`config.mk`:
```
export PLATFORM = sky130hd
export DESIGN_NAME = fifo_stream_reader
export DESIGN_NICKNAME = d
export VERILOG_FILES = /design/src/rtl/fifo_pkg.sv /design/src/rtl/stream_skid_buf.sv /design/src/rtl/fifo_stream_reader.sv
export SDC_FILE = /design/constraint.sdc
export NUM_CORES = 1
export LEC_CHECK = 0
export BUFFER_PORTS_ARGS = -buffer_cell sky130_fd_sc_hd__buf_2
export CORE_ASPECT_RATIO = 1.25
export CORE_UTILIZATION = 35
export CTS_BUF_LIST = sky130_fd_sc_hd__clkbuf_8 sky130_fd_sc_hd__clkbuf_16
export DETAILED_ROUTE_END_ITERATION = 16
export PLACE_DENSITY = 0.61
export SKIP_CTS_REPAIR_TIMING = 1
export SLEW_MARGIN = 20
export SYNTH_ARGS = -nofsm -noshare
export SYNTH_HDL_FRONTEND = slang
export SYNTH_SLANG_ARGS = --single-unit
```
`constraint.sdc`:
```
create_clock -name clk -period 1.9 [get_ports clk]
set_input_delay 0.19 -clock clk [delete_from_list [all_inputs] [get_ports clk]]
set_output_delay 0.19 -clock clk [all_outputs]
set_load 0.03 [all_outputs]
```
`src/rtl/fifo_pkg.sv`:
```
// ---------------------------------------------------------------------------
// fifo_pkg
//  Types and constants shared by the team's synchronous FIFO and the
//  blocks that sit on its read/write sides.
//   FIFO_DW      : native FIFO data width
//   fifo_word_t  : one FIFO word
//   occ_width()  : bits needed to count 0..depth entries
// ---------------------------------------------------------------------------
package fifo_pkg;

    localparam int FIFO_DW = 16;

    typedef logic [FIFO_DW-1:0] fifo_word_t;

    // A buffer of 'depth' entries must be able to represent both 0 and depth.
    function automatic int occ_width(input int depth);
        return $clog2(depth + 1);
    endfunction

endpackage

```
`src/rtl/stream_skid_buf.sv`:
```
// ---------------------------------------------------------------------------
// stream_skid_buf
//  Small circular buffer with push/pop and a zero-latency head view.
//  The head word comes straight out of registered storage, so a consumer
//  sees a stable value for as long as it does not pop.
//  Storage is cleared on reset so the head view reads zero out of reset.
// Ports
//  clk          rising-edge clock
//  rst          synchronous active-high reset (empties the buffer)
//  i_push       write i_push_data at the tail
//  i_push_data  word to store
//  i_pop        drop the head entry (ignored when empty)
//  o_head_data  current head entry
//  o_occ        number of stored entries, 0..SKID_DEPTH
// SKID_DEPTH must be at least 2.
// ---------------------------------------------------------------------------
module stream_skid_buf
    import fifo_pkg::*;
#(
    parameter int DW         = FIFO_DW,
    parameter int SKID_DEPTH = 4,
    localparam int OCC_W     = occ_width(SKID_DEPTH),
    localparam int PTR_W     = (SKID_DEPTH > 1) ? $clog2(SKID_DEPTH) : 1
) (
    input  logic             clk,
    input  logic             rst,
    input  logic             i_push,
    input  logic [DW-1:0]    i_push_data,
    input  logic             i_pop,
    output logic [DW-1:0]    o_head_data,
    output logic [OCC_W-1:0] o_occ
);

    logic [DW-1:0]    r_mem [SKID_DEPTH];
    logic [PTR_W-1:0] r_head;
    logic [PTR_W-1:0] r_tail;
    logic [OCC_W-1:0] r_occ;
    logic             w_pop;

    // Pointers wrap at SKID_DEPTH, which need not be a power of two.
    function automatic logic [PTR_W-1:0] f_next(input logic [PTR_W-1:0] p);
        return (p == PTR_W'(SKID_DEPTH - 1)) ? '0 : p + PTR_W'(1);
    endfunction

    // Popping an empty buffer is a no-op rather than an underflow.
    assign w_pop = i_pop && (r_occ != '0);

    always_ff @(posedge clk) begin
        if (rst) begin
            for (int i = 0; i < SKID_DEPTH; i++) begin
                r_mem[i] <= '0;
            end
        end else if (i_push) begin
            r_mem[r_tail] <= i_push_data;
        end
    end

    always_ff @(posedge clk) begin
        if (rst) begin
            r_head <= '0;
            r_tail <= '0;
            r_occ  <= '0;
        end else begin
            // The upstream credit check guarantees room for every push.
            assert (!(i_push && (r_occ == OCC_W'(SKID_DEPTH))));
            if (i_push) begin
                r_tail <= f_next(r_tail);
            end
            if (w_pop) begin
                r_head <= f_next(r_head);
            end
            r_occ <= r_occ + OCC_W'(i_push) - OCC_W'(w_pop);
        end
    end

    assign o_head_data = r_mem[r_head];
    assign o_occ       = r_occ;

endmodule

```
`src/rtl/fifo_stream_reader.sv`:
```
// ---------------------------------------------------------------------------
// fifo_stream_reader
//  Read-side controller for the synchronous FIFO. Issues re strobes, absorbs
//  the FIFO's one-cycle read latency and presents words on a valid/ready
//  stream. A skid buffer lets reads run ahead of the consumer so that
//  fifo_re never depends combinationally on m_ready.
// Ports
//  clk         rising-edge clock
//  rst         synchronous active-high reset
//  en          1 = reads may be issued
//  fifo_empty  FIFO empty flag
//  fifo_dout   FIFO read data, valid the cycle after fifo_re
//  fifo_re     FIFO read strobe
//  m_valid     stream word available
//  m_ready     consumer accepts word
//  m_data      stream word
//  words_out   handshake count, wraps modulo 2^CNT_W
//  idle        FIFO empty, no read in flight, nothing buffered
// ---------------------------------------------------------------------------
module fifo_stream_reader
    import fifo_pkg::*;
#(
    parameter int DW         = FIFO_DW,
    parameter int SKID_DEPTH = 4,
    parameter int CNT_W      = 16
) (
    input  logic             clk,
    input  logic             rst,
    input  logic             en,
    input  logic             fifo_empty,
    input  logic [DW-1:0]    fifo_dout,
    output logic             fifo_re,
    output logic             m_valid,
    input  logic             m_ready,
    output logic [DW-1:0]    m_data,
    output logic [CNT_W-1:0] words_out,
    output logic             idle
);

    localparam int OCC_W = occ_width(SKID_DEPTH);

    logic             r_inflight;
    logic [CNT_W-1:0] r_words_out;
    logic [OCC_W-1:0] w_occ;
    logic             w_credit;
    logic             w_pop;

    // A read is only issued when its word is guaranteed a slot: entries
    // already stored plus the word still coming out of the FIFO must leave
    // room. Using registered occupancy keeps m_ready out of this path.
    assign w_credit = (int'(w_occ) + int'(r_inflight)) < SKID_DEPTH;
    assign fifo_re  = en && !fifo_empty && !rst && w_credit;

    assign m_valid  = (w_occ != '0);
    assign w_pop    = m_valid && m_ready;

    // fifo_dout is only meaningful the cycle after a read; the in-flight
    // flag is what gates the push, so idle-cycle garbage is never stored.
    always_ff @(posedge clk) begin
        if (rst) begin
            r_inflight  <= 1'b0;
            r_words_out <= '0;
        end else begin
            r_inflight <= fifo_re;
            if (w_pop) begin
                r_words_out <= r_words_out + CNT_W'(1);
            end
        end
    end

    stream_skid_buf #(
        .DW         (DW),
        .SKID_DEPTH (SKID_DEPTH)
    ) u_skid (
        .clk         (clk),
        .rst         (rst),
        .i_push      (r_inflight),
        .i_push_data (fifo_dout),
        .i_pop       (w_pop),
        .o_head_data (m_data),
        .o_occ       (w_occ)
    );

    assign words_out = r_words_out;
    assign idle      = fifo_empty && !r_inflight && !m_valid;

endmodule

```
Word level (Yosys, flattened, before mapping)
Memories as Yosys holds them, arrays and structs flattened. A register that Yosys moved wholly into a read port is not among the register bits.
Cells that the tools add are included.
{ "word_totals": {"ff_bits": 24, "wordCells": 40, "memories": 1, "mem_bits_rw": 64, "inputBits": 21} }
{ "memory_table": {"columns": ["memory", "words", "width", "rd", "rd_ports_with_merged_regs", "wr", "line_no", "rtl"], "rows": [
  ["u_skid.r_mem", 4, 16, 1, 1, 4, "stream_skid_buf.sv:34", "logic [DW-1:0] r_mem [SKID_DEPTH];"]
]} }
{ "op_classes": {"muxes": 12, "n_eq_ne": 2, "add_sub_neg": 6, "reduce_logical": 13, "magnitude_cmp": 1} }
{ "ops": {"columns": ["cell", "count"], "rows": [
  ["$add A16 B1 Y16 const B", 1],
  ["$mux W16", 1],
  ["$reduce_or A16 Y1", 1],
  ["$mux W2", 5],
  ["$logic_and A1 B1 Y1", 7],
  ["$mux W1", 6],
  ["$add A2 B1 Y2 const B", 2],
  ["$add A3 B1 Y4", 1],
  ["$eq A2 B2 Y1 const B", 2],
  ["$logic_not A1 Y1", 4],
  ["$lt A4 B3 Y1 const B", 1],
  ["$add A3 B1 Y3", 1],
  ["$reduce_bool A3 Y1", 1],
  ["$sub A3 B1 Y3", 1]
]} }

Longest topological paths before layout
{ "depth": {"depth_word": 5, "depth_mapped": 8, "depth_no_buf": 7} }

Modules after synthesis
A second synthesis with hierarchy kept.
{ "unflattened": {"cells_unflattened": 290, "hier_area_um2": 4077.7} }
{ "modules_own_cells": {"columns": ["module", "seq_area_each_um2", "cells_per_inst", "area_each_um2", "n_inst"], "rows": [
  ["stream_skid_buf", 2102.0, 196, 3288.2, 1],
  ["fifo_stream_reader", 340.3, 94, 789.5, 1]
]} }

Worst setup path before layout
No wires, ideal clock.
{ "synth_path": {"path_kind": "register -> register", "from": "register u_skid.r_occ[0], in the netlist u_skid.o_occ[0]", "to": "register u_skid.r_occ[1], in the netlist u_skid.o_occ[1]", "stages_incl_launch_ff": 8, "setup_time_ns": 0.067, "required_ns": 1.833, "path_slack_ns": -0.126, "path_buffers": 1, "arrival_time_ns": 1.959, "cell_sequence": "dfxtp_1 -> o31ai_2 -> clkbuf_1 -> mux2i_1 -> ha_1 -> inv_1 -> fa_1 -> nor2_1"} }
{ "synth_via": {"elab_chain_cells": 4} }
{ "synth_lines": {"columns": ["element", "line_no", "rtl"], "rows": [
  ["start: declaration", "stream_skid_buf.sv:37", "logic [OCC_W-1:0] r_occ;"],
  ["start signal: assignment", "stream_skid_buf.sv:72", "r_occ <= r_occ + OCC_W'(i_push) - OCC_W'(w_pop);"],
  ["parallel branches: the longest is 3 deep, another holds $add A3 B1 Y3", null, null],
  ["$sub A3 B1 Y3 (*)", "stream_skid_buf.sv:72", null]
]} }
Every way passes the cells marked *.
A chain may end at the register's enable or synchronous reset.

Worst setup path in the final report
{ "layout_path": {"from": "register u_skid.r_occ[1], in the netlist u_skid.o_occ[1]", "to": "output fifo_re"} }
{ "layout_via": {"elab_chain_cells": 3} }
{ "layout_lines": {"columns": ["element", "line_no", "rtl"], "rows": [
  ["$add A3 B1 Y4", "fifo_stream_reader.sv:51", "assign w_credit = (int'(w_occ) + int'(r_inflight)) < SKID_DEPTH;"],
  ["$lt A4 B3 Y1", "fifo_stream_reader.sv:51", null],
  ["$logic_and A1 B1 Y1", "fifo_stream_reader.sv:52", "assign fifo_re = en && !fifo_empty && !rst && w_credit;"],
  ["end: declaration", "fifo_stream_reader.sv:32", "output logic fifo_re,"]
]} }
No other way between the ends.

==> impl_metrics.json <==
{
  "clkSlewWorstSetupHoldPaths_ps": 60,
  "max-cap-violations": 0,
  "finalSetupViolations": 0,
  "cp_data_arrival_time_ps": 1690,
  "peakVddDrop_v": 0.0006142,
  "min-delay-start": "en",
  "yosysSeqAreaShare_pct": 61.58,
  "syn_area_per_cell_um2": 13.40,
  "coreArea_um2": 11080,
  "path_max_fanout": 5,
  "crit_start": "u_skid.o_occ[1]",
  "tns_ps": 0,
  "cts-root-buf": "clkbuf_16",
  "ys_warn_count": 0,
  "synthTopCellsByCount": "and2_1 (64), edfxtp_1 (64), dfxtp_1 (26), nor2_1 (20), mux4_2 (16)",
  "drtPass1Iterations": 4,
  "drive_above_1_share_pct": 30.46,
  "holdPathStages": 2,
  "power.leakage_nw": 1.863,
  "die_width_um": 97.22,
  "n_antenna_cell": 0,
  "clock-sinks": 90,
  "drt_iter0_markers": 138,
  "status": "completed",
  "max_stage_delay_ps": 360,
  "cts_max_path_buffers": 2,
  "critPathBufInv": 2,
  "synth-main-ff-cell": "edfxtp_1",
  "syn-instance-count": 296,
  "switchingPower_mw": 1.508,
  "post-route-drc-count": 0,
  "required_ps": 1710,
  "clkPwrFrac_pct": 30.3,
  "gp_congestion": 0.8233,
  "drtAntennaViolNets": 0,
  "yosys.area.top_type": "edfxtp_1",
  "dieArea_um2": 11770,
  "cts_tree": "done",
  "synthTopCellsByArea": "edfxtp_1 (48%), dfxtp_1 (13%), and2_1 (10%)",
  "drv_slew": 0,
  "overflow": 0,
  "r2r-start": "u_skid.o_occ[2]",
  "synth_edf_count": 64,
  "grt_util_all_layers_pct": 14.89,
  "sw_frac_of_total_pct": 29.34,
  "synth_cell_types": 35,
  "clock_latency_ps": 340,
  "rsz0062_at_grt": "yes",
  "grt_pass1_wl_um": 13210,
  "r2r_cells": 6,
  "slew_headroom_pct": 57.42,
  "start_util_pct": 35.79,
  "combPwrFrac_pct": 24.4,
  "fp-row-count": 43,
  "timing.critical_path.mode_cell": "buf_6",
  "cp_num_cells": 6,
  "crit_chain": "buf_6 -> ha_4 -> o211a_1 -> o22ai_2 -> and3_1 -> buf_6",
  "synth.ff_latch_count": 90,
  "p_int_mw": 3.632,
  "whs_ps": 123.5,
  "netlist_area_um2": 3966,
  "clock_skew_ps": 6.869,
  "wl_per_cell_um": 16.16,
  "viasPerCell": 5.144,
  "grt_max_degree": 27,
  "path_class": "flop to output port",
  "min_period_ps": 1878,
  "slowest_stage": "dfxtp_4",
  "yosys.area.top_type_share_pct": 48.45,
  "worst_pin_slew_ps": 637.3,
  "syn2layout_area_growth_pct": 21.29,
  "layout.nets": 394,
  "cts.htree.levels": 3,
  "cts_made_buffers": 9,
  "io_buffers": 55,
  "async_flop_share_pct": 0,
  "fmax_mhz": 532.4,
  "startpoint_type": "flop",
  "die_h_um": 121.0,
  "powerDensity_nw_per_um2": 1068,
  "utilization_pct": 43.41,
  "report.final.hold_viol_count": 0,
  "boundaryPins": 56,
  "worstHoldPathType": "primary input to flop",
  "path_delay_family": "compound AO/OA/AOI/OAI gates",
  "period_share_pct": 98.85,
  "drt-total-wl_um": 8175,
  "sequentialPowerShare_pct": 45.3,
  "dp_hpwl_um": 5377,
  "cp-end-kind": "output port",
  "first_global_vias": 2563,
  "antenna_found_initial": 1,
  "synth_fp_nets": 323,
  "num_vias": 2603,
  "p_total_mw": 5.140
}
[cell type report]
class	count	area, µm²
Fill cell	1039	6272
Sequential cell	90	2446
Multi-Input combinational cell	191	1501
Timing Repair Buffer	73	432.9
Clock buffer	9	225.2
Tap cell	135	168.9
Clock inverter	6	28.78
Inverter	2	7.507
[per-stage QoR]
stage / worst slack (ps) / cells / area, µm²
6_report: 21.79 / 506 / 4811
5_1_grt: -56.47 / 506 / 4811
4_1_cts: -150.3 / 505 / 4766
3_5_place_dp: 115.5 / 490 / 4512
3_3_place_gp: 217.1 / 490 / 4512
2_1_floorplan: 55.91 / 296 / 3981
[logic make-up (layout without fill, tap and decap cells)]
family	after synthesis	count (layout)	share of synthesized area (%)
flip-flops	90	90	61.58
buffers and inverters	15	90	1.514
AND/OR/NAND/NOR	135	135	19.49
XOR/XNOR	9	9	1.987
adder cells (fa/ha/maj)	6	6	2.082
multiplexers	19	19	9.842
AO/OA/AOI/OAI	22	22	3.502
[worst paths after layout]
check | slack (ps) | endpoint
hold / removal | 120 | r_inflight
hold reg to reg | 490 | u_skid.r_head[1]
setup reg to reg | 80 | u_skid.o_occ[1]
setup / recovery | 20 | fifo_re
[sequential cells by signal, indices dropped and copies added, names as in the netlist, named ones only]
signal,cells
r_inflight,1
words_out,16
u_skid.r_head,2
u_skid.r_tail,2
u_skid.o_occ,3
u_skid.r_mem,64
[layout by cell type, fill, tap and decap left out, drive strengths merged]
cell type,synthesis,routed
and2,64,64
ha,5,5
inv,2,5
or4,1,1
o311ai,1,1
a31o,3,3
nand2b,3,3
xor2,3,3
clkbuf,9,9
buf,4,73
o22ai,1,1
nand3,9,9
a21oi,11,11
or3,4,4
nor3,8,8
dfxtp,26,26
fa,1,1
and3,2,2
nor2b,2,2
xnor2,6,6
nor4,4,4
mux2i,3,3
nor2,20,20
o211a,1,1
nor3b,3,3
edfxtp,64,64
or2,3,3
or4b,1,1
clkinv,0,3
o21ai,4,4
o31ai,1,1
mux4,16,16
nand4,5,5
nand2,6,6
[power by group through the flow]
stage	Sequential [mW]	Clock, mW	Combinational, mW
floorplan	2.38	0	0.825
global placement	2.35	0	1.21
detailed placement	2.36	0	1.23
CTS	2.31	1.59	1.24
global route	2.34	1.66	1.35
finish	2.33	1.56	1.26
[layer usage]
metal	up-vias	track usage, %	part of all wire (%)
met2	101	24.91	51
li1	1226	-	-
met4	2	5.423	1.7
met3	16	4.666	6.0
met1	1258	18.11	41
met5	-	0	0.16
(Power assumes the default switching activity.)
